===== config.mk =====
export PLATFORM = sky130hd
export DESIGN_NAME = systolic_mm_stream
export DESIGN_NICKNAME = d
export VERILOG_FILES = /design/src/rtl/systolic_pkg.sv /design/src/rtl/mac_pe.sv /design/src/rtl/systolic_mm_stream.sv
export SDC_FILE = /design/constraint.sdc
export NUM_CORES = 2
export LEC_CHECK = 0
export BUFFER_PORTS_ARGS = -buffer_cell sky130_fd_sc_hd__buf_2
export CORE_ASPECT_RATIO = 2
export CORE_MARGIN = 5
export CORE_UTILIZATION = 30
export CTS_CLUSTER_SIZE = 40
export DETAILED_ROUTE_END_ITERATION = 8
export PLACE_DENSITY_LB_ADDON = 0.12
export SLEW_MARGIN = 20
export SYNTH_ARGS = -nofsm -noshare
export SYNTH_HDL_FRONTEND = slang
export SYNTH_SLANG_ARGS = --single-unit

===== constraint.sdc =====
create_clock -name clk -period 20.7 [get_ports clk]
set_clock_uncertainty 0.2 [all_clocks]
set_input_delay 1.035 -clock clk [delete_from_list [all_inputs] [get_ports clk]]
set_output_delay 1.035 -clock clk [all_outputs]
set_load 0.01 [all_outputs]

===== src/rtl/systolic_pkg.sv =====
// Shared types and sizing helpers for the streaming systolic matrix multiplier.
package systolic_pkg;

  localparam int DEF_WIDTH = 8;

  typedef enum logic [1:0] {
    IDLE  = 2'd0,
    LOAD  = 2'd1,
    DRAIN = 2'd2,
    OUT   = 2'd3
  } state_e;

  // Accumulator wide enough for KMAX full-precision signed products.
  function automatic int acc_width(input int width, input int kmax);
    return 2 * width + $clog2(kmax);
  endfunction

  // Bits needed to hold 0..max_val, never less than one.
  function automatic int cnt_width(input int max_val);
    return (max_val < 2) ? 1 : $clog2(max_val + 1);
  endfunction

endpackage


===== src/rtl/mac_pe.sv =====
// One systolic processing element: forwards a right and b down, accumulates a*b on shift.
module mac_pe #(
  parameter int WIDTH     = 8,
  parameter int ACC_WIDTH = 20
) (
  input  logic                        clk,
  input  logic                        rst_n,
  input  logic                        i_en,
  input  logic                        i_clr,
  input  logic signed [WIDTH-1:0]     i_a,
  input  logic signed [WIDTH-1:0]     i_b,
  output logic signed [WIDTH-1:0]     o_a,
  output logic signed [WIDTH-1:0]     o_b,
  output logic signed [ACC_WIDTH-1:0] o_acc
);

  logic signed [2*WIDTH-1:0]   w_prod;
  logic signed [WIDTH-1:0]     r_a;
  logic signed [WIDTH-1:0]     r_b;
  logic signed [ACC_WIDTH-1:0] r_acc;

  assign w_prod = i_a * i_b;

  always_ff @(posedge clk or negedge rst_n) begin
    if (!rst_n) begin
      r_a   <= '0;
      r_b   <= '0;
      r_acc <= '0;
    end else begin
      if (i_en) begin
        r_a <= i_a;
        r_b <= i_b;
      end
      // Clear wins over shift; the FSM never asks for both in one cycle.
      if (i_clr) begin
        r_acc <= '0;
      end else if (i_en) begin
        r_acc <= r_acc + {{(ACC_WIDTH-2*WIDTH){w_prod[2*WIDTH-1]}}, w_prod};
      end
    end
  end

  assign o_a   = r_a;
  assign o_b   = r_b;
  assign o_acc = r_acc;

endmodule


===== src/rtl/systolic_mm_stream.sv =====
// Streaming ROWSxCOLS systolic multiplier with runtime K, input skew and row-wise result stream.
module systolic_mm_stream
  import systolic_pkg::*;
#(
  parameter int WIDTH     = DEF_WIDTH,
  parameter int ROWS      = 4,
  parameter int COLS      = 4,
  parameter int KMAX      = 16,
  parameter int ACC_WIDTH = acc_width(WIDTH, KMAX)
) (
  input  logic                          clk,
  input  logic                          rst_n,
  input  logic                          start,
  input  logic                          accumulate,
  input  logic [$clog2(KMAX+1)-1:0]     k_len,
  output logic                          busy,
  output logic                          done,
  input  logic                          in_valid,
  output logic                          in_ready,
  input  logic [ROWS*WIDTH-1:0]         a_col,
  input  logic [COLS*WIDTH-1:0]         b_row,
  output logic                          out_valid,
  input  logic                          out_ready,
  output logic [$clog2(ROWS)-1:0]       out_row,
  output logic [COLS*ACC_WIDTH-1:0]     out_data,
  output state_e                        dbg_state
);

  localparam int KW = $clog2(KMAX + 1);
  localparam int RW = $clog2(ROWS);
  localparam int DW = cnt_width(ROWS + COLS - 2);
  localparam logic [KW-1:0] K_MAX_L    = KW'(KMAX);
  localparam logic [DW-1:0] DRAIN_LAST = DW'(ROWS + COLS - 2);
  localparam logic [RW-1:0] ROW_LAST   = RW'(ROWS - 1);

  state_e        r_state, w_next;
  logic [KW-1:0] r_k, r_beat, w_k_clamp;
  logic [DW-1:0] r_drain;
  logic [RW-1:0] r_row;
  logic          r_done, w_start, w_accept, w_shift, w_clr, w_row_acc;

  // Handshakes: a beat/row transfers on the rising edge where valid & ready are both high;
  // the source holds its payload while valid & !ready.
  assign w_k_clamp = (k_len > K_MAX_L) ? K_MAX_L : k_len;
  assign w_start   = (r_state == IDLE) && start;
  assign w_accept  = in_valid && (r_state == LOAD);
  assign w_shift   = w_accept || (r_state == DRAIN);
  assign w_clr     = w_start && !accumulate;
  assign w_row_acc = (r_state == OUT) && out_ready;

  always_comb begin
    w_next = r_state;
    case (r_state)
      IDLE:    if (start) w_next = (w_k_clamp == '0) ? DRAIN : LOAD;
      LOAD:    if (w_accept && ((r_beat + KW'(1)) == r_k)) w_next = DRAIN;
      DRAIN:   if (r_drain == DRAIN_LAST) w_next = OUT;
      OUT:     if (out_ready && (r_row == ROW_LAST)) w_next = IDLE;
      default: w_next = IDLE;
    endcase
  end

  always_ff @(posedge clk or negedge rst_n) begin
    if (!rst_n) begin
      r_state <= IDLE;
      r_k     <= '0;
      r_beat  <= '0;
      r_drain <= '0;
      r_row   <= '0;
      r_done  <= 1'b0;
    end else begin
      r_state <= w_next;
      r_done  <= w_row_acc && (r_row == ROW_LAST);
      if (w_start) begin
        r_k     <= w_k_clamp;
        r_beat  <= '0;
        r_drain <= '0;
        r_row   <= '0;
      end
      if (w_accept) r_beat <= r_beat + KW'(1);
      if (r_state == DRAIN) r_drain <= r_drain + DW'(1);
      if (w_row_acc) r_row <= (r_row == ROW_LAST) ? '0 : r_row + RW'(1);
    end
  end

  logic signed [WIDTH-1:0]     w_a   [ROWS][COLS+1];
  logic signed [WIDTH-1:0]     w_b   [ROWS+1][COLS];
  logic signed [ACC_WIDTH-1:0] w_acc [ROWS][COLS];
  logic [ROWS-1:0]             w_unused_a;
  logic [COLS-1:0]             w_unused_b;

  // Row i of A is delayed i shifts so diagonals meet in the right PE; DRAIN injects zeros.
  for (genvar gi = 0; gi < ROWS; gi++) begin : g_a_skew
    logic signed [WIDTH-1:0] w_in;
    assign w_in = (r_state == DRAIN) ? '0 : a_col[gi*WIDTH +: WIDTH];
    assign w_unused_a[gi] = ^w_a[gi][COLS];
    if (gi == 0) begin : g_direct
      assign w_a[gi][0] = w_in;
    end else begin : g_delay
      logic signed [WIDTH-1:0] r_sr [gi];
      always_ff @(posedge clk or negedge rst_n) begin
        if (!rst_n) begin
          for (int d = 0; d < gi; d++) r_sr[d] <= '0;
        end else if (w_shift) begin
          r_sr[0] <= w_in;
          for (int d = 1; d < gi; d++) r_sr[d] <= r_sr[d-1];
        end
      end
      assign w_a[gi][0] = r_sr[gi-1];
    end
  end

  for (genvar gj = 0; gj < COLS; gj++) begin : g_b_skew
    logic signed [WIDTH-1:0] w_in;
    assign w_in = (r_state == DRAIN) ? '0 : b_row[gj*WIDTH +: WIDTH];
    assign w_unused_b[gj] = ^w_b[ROWS][gj];
    if (gj == 0) begin : g_direct
      assign w_b[0][gj] = w_in;
    end else begin : g_delay
      logic signed [WIDTH-1:0] r_sr [gj];
      always_ff @(posedge clk or negedge rst_n) begin
        if (!rst_n) begin
          for (int d = 0; d < gj; d++) r_sr[d] <= '0;
        end else if (w_shift) begin
          r_sr[0] <= w_in;
          for (int d = 1; d < gj; d++) r_sr[d] <= r_sr[d-1];
        end
      end
      assign w_b[0][gj] = r_sr[gj-1];
    end
  end

  for (genvar gi = 0; gi < ROWS; gi++) begin : g_row
    for (genvar gj = 0; gj < COLS; gj++) begin : g_col
      mac_pe #(.WIDTH(WIDTH), .ACC_WIDTH(ACC_WIDTH)) u_pe (
        .clk   (clk),
        .rst_n (rst_n),
        .i_en  (w_shift),
        .i_clr (w_clr),
        .i_a   (w_a[gi][gj]),
        .i_b   (w_b[gi][gj]),
        .o_a   (w_a[gi][gj+1]),
        .o_b   (w_b[gi+1][gj]),
        .o_acc (w_acc[gi][gj])
      );
    end
  end

  always_comb begin
    out_data = '0;
    for (int j = 0; j < COLS; j++) out_data[j*ACC_WIDTH +: ACC_WIDTH] = w_acc[r_row][j];
  end

  assign busy      = (r_state != IDLE);
  assign done      = r_done;
  assign in_ready  = (r_state == LOAD);
  assign out_valid = (r_state == OUT);
  assign out_row   = r_row;
  assign dbg_state = r_state;

endmodule


### Word level (Yosys, flattened, before mapping)

Cells that the tools add are included.

| storage, ports and cells | value |
|---|---|
| flip-flop bits (word level) | 626 |
| logic and storage cells | 180 |
| output and inout bits | 88 |
| bits of input ports | 75 |

| operators by class | value |
|---|---|
| equal/unequal tests | 10 |
| multipliers | 16 |
| order comparisons | 2 |
| reductions and logical operators | 17 |
| $add $sub $neg | 19 |
| bitwise operators | 1 |
| muxes and demuxes | 57 |

Operators by type and width:

| kind | count |
|---|---|
| 20-bit 2-to-1 mux | 32 |
| 20-bit adder | 16 |
| 8-bit by 8-bit multiplier with 16-bit output | 16 |
| 80-bit binary-select mux with 2-bit select | 1 |
| 80-bit 2-to-1 mux | 2 |
| 8-bit 2-to-1 mux | 8 |
| 2-bit 2-to-1 mux | 8 |
| 5-bit 2-to-1 mux | 3 |
| 2-bit nonzero test | 5 |
| 2-bit case mux with 4 select lines | 1 |
| 1-bit logical AND | 7 |
| 2-bit == test, second input constant | 3 |
| 3-bit 2-to-1 mux | 2 |
| 5-bit by 1-bit adder with 5-bit output, second input constant | 1 |
| 5-bit == test | 1 |
| 5-bit > comparator, second input constant | 1 |
| 5-bit logical NOT | 1 |
| 2-bit by 1-bit inequality test with 1-bit output, second input constant | 2 |
| 2-bit inequality test, second input constant | 2 |
| 4-bit AND reduction | 1 |
| 3-bit by 1-bit adder with 3-bit output, second input constant | 1 |
| 3-bit == test, second input constant | 1 |
| 3-bit >= comparator, second input constant | 1 |
| 2-bit inverter with 3-bit output | 1 |
| 5 further kinds | 5 |

### Logic depth before layout (Yosys ltp)

| depth | value |
|---|---|
| word-level depth | 6 |
| mapped depth | 33 |

### Modules after synthesis

From an unflattened synthesis, not the netlist that was laid out.

| second synthesis, totals | value |
|---|---|
| cell total of the unflattened synthesis | 8874 |
| area total of the unflattened synthesis | 84115.7 µm² |

By module, submodules not included:

| module | seq. area each (µm²) | area each (µm²) | cells each | instances |
|---|---|---|---|---|
| mac_pe (g_row[0].g_col[0].u_pe ...) | 900.9 | 4848.4 | 527 | 5 |
| mac_pe (g_row[1].g_col[2].u_pe ...) | 900.9 | 4822.1 | 522 | 5 |
| mac_pe (g_row[3].g_col[0].u_pe ...) | 900.9 | 4860.9 | 515 | 3 |
| systolic_mm_stream | 2852.7 | 6665.1 | 533 | 1 |
| mac_pe (g_row[2].g_col[3].u_pe) | 900.9 | 4867.2 | 517 | 1 |
| mac_pe (g_row[0].g_col[1].u_pe) | 900.9 | 4847.1 | 530 | 1 |
| mac_pe (g_row[3].g_col[3].u_pe) | 900.9 | 4800.9 | 504 | 1 |

### Worst setup path before layout

No wires, ideal clock.

| timing path | value |
|---|---|
| path kind | input to register |
| start | input port b_row[7] |
| end | register g_row[0].g_col[0].u_pe.r_acc[19] |
| setup time | 0.078 ns |
| path slack | 13.856 ns |
| cell stages on the path | 30 |
| arrival | 6.566 ns |
| path buffers | 1 |
| path through | nand2b_1 -> clkbuf_1 -> inv_1 -> fa_1 -> inv_1 -> fa_1 -> inv_1 -> fa_1 -> inv_1 -> fa_1 -> inv_1 -> ha_1 -> a21oi_1 -> o21bai_1 -> a21oi_1 -> nor2b_1 -> o21a_1 -> nor2_1 -> xnor2_1 -> ha_1 -> a21o_1 -> a21o_1 -> a21oi_1 -> nor2_1 -> a21oi_1 -> o311ai_0 -> o211ai_1 -> xor2_1 -> or3_1 -> a21oi_1 |

| on the way | value |
|---|---|
| word-level cells in the longest chain between the ends | 5 |

Ends and longest elaborated chain:

| item | line | source |
|---|---|---|
| from (decl) | systolic_mm_stream.sv:21 | `input logic [COLS*WIDTH-1:0] b_row,` |
| 8-bit 2-to-1 mux | systolic_mm_stream.sv:114 | `assign w_in = (r_state == DRAIN) ? '0 : b_row[gj*WIDTH +: WIDTH];` |
| named net g_b_skew[0].w_in[7] | systolic_mm_stream.sv:113 | `logic signed [WIDTH-1:0] w_in;` |
| 8-bit by 8-bit multiplier with 16-bit output | mac_pe.sv:22 | `assign w_prod = i_a * i_b;` |
| 20-bit adder | mac_pe.sv:38 | `r_acc <= r_acc + {{(ACC_WIDTH-2*WIDTH){w_prod[2*WIDTH-1]}}, w_prod};` |
| 20-bit 2-to-1 mux | mac_pe.sv:37 | `end else if (i_en) begin` |
| 20-bit 2-to-1 mux | mac_pe.sv:35 | `if (i_clr) begin` |
| to (signal assigned) | mac_pe.sv:38 |  |
| to (decl) | mac_pe.sv:20 | `logic signed [ACC_WIDTH-1:0] r_acc;` |

The timed path passes the listed nets, and every way through them passes these cells. The select of a mux whose other input is x is not followed.
A chain may end at the register's enable or synchronous reset.

### Worst setup path in the final report

| timing path | value |
|---|---|
| start | register r_state[0], in the netlist dbg_state[0] |
| end | register g_row[0].g_col[0].u_pe.r_acc[19] |

| on the way | value |
|---|---|
| word-level cells in the longest chain between the ends | 6 |
| elaborated cells between the ends (all ways) | 14 |

Ends and longest elaborated chain:

| item | line | source |
|---|---|---|
| from (decl) | systolic_mm_stream.sv:36 | `state_e r_state, w_next;` |
| from (signal assigned) | systolic_mm_stream.sv:71 | `r_state <= w_next;` |
| 2-bit == test | systolic_mm_stream.sv:47, systolic_mm_stream.sv:94, systolic_mm_stream.sv:114 |  |
| 8-bit 2-to-1 mux, on equally long branches | systolic_mm_stream.sv:94, systolic_mm_stream.sv:114 |  |
| 8-bit by 8-bit multiplier with 16-bit output | mac_pe.sv:22 |  |
| 20-bit adder | mac_pe.sv:38 |  |
| 20-bit 2-to-1 mux | mac_pe.sv:37 |  |
| 20-bit 2-to-1 mux | mac_pe.sv:35 |  |

Parallel ways exist; a longest one is shown, timed or not. The select of a mux whose other input is x is not followed.

==> results.yml <==
clocking:
  htree_levels: 3
  numCtsBuffers: 79
  ctsHoldBuffers: 0
  cts-resized-gates: 0
  clk_latency_ns: 0.70
  cts_root_buffer: "clkbuf_16"
  cts_buffer_depth: 3
  cts_tree: "built"
  cts_sinks: 626
  path_clk_slew_ns: 0.06
  post_cts_buffers: 0
grt:
  grt_max_degree: 143
  grt_util_met2: 0.385
  overflow: 0
  grt_pass1_wl_mm: 398
  busiest_layer: "met2"
  grt_pass1_vias: 66279
  grt_use_total: 0.190
  antenna_found_initial: 9
  gr-usage-met1: 0.203
  grt_use_met3: 0.0185
sta:
  fin_crit_sh: 0.390
  maxSlewHeadroom: 0.282
  rsz0062_at_grt: "no"
  layout_setup_ws_ns: 12.62
  max_freq_mhz: 124
  setup_viol: 0
  fin_crit_ns: 8.08
  finalMaxSlewViolations: 0
  final.setup.tns_ns: 0
  hold_viol: 0
  tightest_slew_ns: 1.07
drt:
  route.antenna.remaining_nets: 0
  route.vias.total: 60694
  dr.pass1.iters: 5
  vias_per_cell: 4.82
  drt_iter0_markers: 2469
  wl_per_cell_um: 20.5
  finalWirelength_mm: 258
  drc: 0
hold_path:
  worst_hold_path_type: "input port to asynchronous set/reset pin"
placed_design:
  placed_cell_area_um2: 83000
  gp_congestion: 0.829
  hpwlAfterDp_mm: 209
  dp_slack_ns: 12.57
  io_buffers: 162
layout:
  area_delta_synth_final_pct: 9.11
  layout_commonest_cell: "nand2_1"
  nets: 10786
  fillCellCount: 27631
  drive_above_1_share: 0.0514
  fin_area_um2: 85900
  final_cell_mix: "1521 x nand2_1, 1376 x inv_1, 896 x fa_1, 777 x ha_1, 692 x and2_1"
  utilization: 0.328
power_and_ir_drop:
  power.switching_uw: 6750
  vdd_drop_max_mv: 0.189
  power_frac_comb: 0.660
  p_int_uw: 6070
  power_uw: 12800
  power_density_nw_per_um2: 149
  pwr-share-seq: 0.220
  leakage_uw: 0.0431
  clockPowerShare: 0.120
  switching_share: 0.526
logic_synthesis:
  syn_inst: 9088
  yosysUniqueCellTypes: 75
  syn_area_um2: 78700
  synth_flop_cell: "dfrtp_1"
  synth_edf_count: 0
  ys_seq_area_frac: 0.199
  avgSynthCellArea_um2: 8.66
  synth_nets: 10837
  ys_seq_elements: 626
  synth-async-reset-ratio: 1.00
  yosys_warnings: 0
status:
  outcome: "complete, no violations"
setup_path:
  rrSetupSlack_ns: 12.62
  start_kind: "flop"
  slowest_stage: "buf_4"
  cp.arrival_ns: 8.48
  crit_path_end_kind: "flop"
  slowest_delay_ns: 0.72
  path_class: "flop to flop"
  ff2ff_path_depth: 32
  critPathMaxFanout: 73
  required_ns: 21.10
floorplan:
  die_area_um2: 273000
  io_pins: 163
  rows: 266
  start_util: 0.300
  core-area_um2: 262000
  die_width_um: 372
  die_h_um: 734
flow_run:
  maxCapViolations: 0
[synth_stat cells (8+ instances only)]
master	n	area (µm²)
nand2b_1	105	657
o41ai_1	12	105
a32oi_1	9	78.8
xor2_1	75	657
mux2i_1	10	100
o211ai_1	26	195
a21oi_1	567	2840
nand4_1	18	113
clkbuf_1	312	1170
nor3_1	130	651
and3_1	27	169
a41o_1	8	80.1
nor2b_1	68	425
nand3_1	73	365
buf_1	29	109
or4_1	12	90.1
dfrtp_1	626	15700
o31ai_1	20	150
o21a_1	91	683
a211o_1	14	123
a21boi_0	20	150
o21ai_0	260	1300
o21bai_1	44	330
or2_2	19	119
mux4_2	80	1800
inv_1	1376	5160
or3_1	77	482
ha_1	778	9730
xnor2_1	362	3170
nor2_1	425	1600
a211oi_1	78	586
and2_1	693	4340
fa_1	896	17900
a21o_1	92	691
nand2_1	1523	5720
a31oi_1	32	200
[area by class of cell]
class,count,area (µm²),share of cell area
clock inverters,33,500,0.00583
flip-flops and latches,626,15700,0.183
repair buffers,210,1210,0.0141
clock buffers,109,2290,0.0267
multi-input cells,6744,56600,0.660
diodes,9,22.5,0.000262
inverters,1376,5160,0.0602
well taps,3484,4360,0.0508
[registers in the layout (all words and copies together), names as in the netlist]
register / count
dbg_state: 2
done: 1
g_a_skew.g_delay.r_sr: 48
g_b_skew.g_delay.r_sr: 48
g_row.g_col.u_pe.o_a: 96
g_row.g_col.u_pe.o_acc: 320
g_row.g_col.u_pe.o_b: 96
out_row: 2
r_beat: 5
r_drain: 3
r_k: 5
[cells by family (layout without fill, tap and decap cells)]
group,after synthesis,after routing,synth area share
AOI/OAI and AO/OA,1352,1352,0.105
buffers and inverters,1718,1728,0.0820
adders and majority gates,1674,1674,0.352
other,0,9,0
DFF,626,626,0.199
xor gates and xnor gates,440,440,0.0495
and+or+nand+nor,3187,3187,0.189
muxes,91,91,0.0243
[path summary, 6_finish.rpt]
check / from / endpoint
setup / recovery: dbg_state[0] / g_row[0].g_col[0].u_pe.o_acc[19]
hold reg to reg: g_b_skew[3].g_delay.r_sr[12] / g_b_skew[3].g_delay.r_sr[4]
min in group clk: g_b_skew[3].g_delay.r_sr[12] / g_b_skew[3].g_delay.r_sr[4]
max in group asynchronous: rst_n / g_row[2].g_col[2].u_pe.o_a[6]
setup reg to reg: dbg_state[0] / g_row[0].g_col[0].u_pe.o_acc[19]
hold / removal: rst_n / g_row[2].g_col[1].u_pe.o_acc[3]
[power by group through the flow]
stage          Combinational (µW)  Sequential (µW)  Clock [µW]
2_1_floorplan                6550             2050           0
3_3_place_gp                 8530             2870           0
3_5_place_dp                 8600             2870           0
4_1_cts                      8660             2850        1610
5_1_grt                      9610             2920        1640
6_report                     8460             2820        1540
[worst max-delay path, delay by kind of cell (launching register included)]
| family | cells | cell delay [ns] |
|---|---|---|
| xor gates and xnor gates | 2 | 0.23 |
| buffers and inverters | 6 | 1.08 |
| and+or+nand+nor | 6 | 1.21 |
| AOI/OAI and AO/OA | 11 | 1.97 |
| DFF | 1 | 0.43 |
| adders and majority gates | 7 | 2.83 |
[metal layers]
metal | up-vias | routed length [µm] | share of wire
met5 | - | 0 | 0
met4 | 0 | 8190 | 0.032
met3 | 263 | 6960 | 0.027
met2 | 793 | 147000 | 0.57
met1 | 30693 | 95400 | 0.37
li1 | 28945 | - | -
[metrics by stage]
| stage | hold slack [ns] | cells |
|---|---|---|
| after global routing | 0.112 | 12583 |
| after detailed placement | 0.257 | 12440 |
| after floorplan | 0.239 | 9088 |
| after global placement | 0.252 | 12440 |
| after CTS | 0.0692 | 12582 |
| final | 0.0956 | 12591 |
Power figures use the tool's default switching activity.
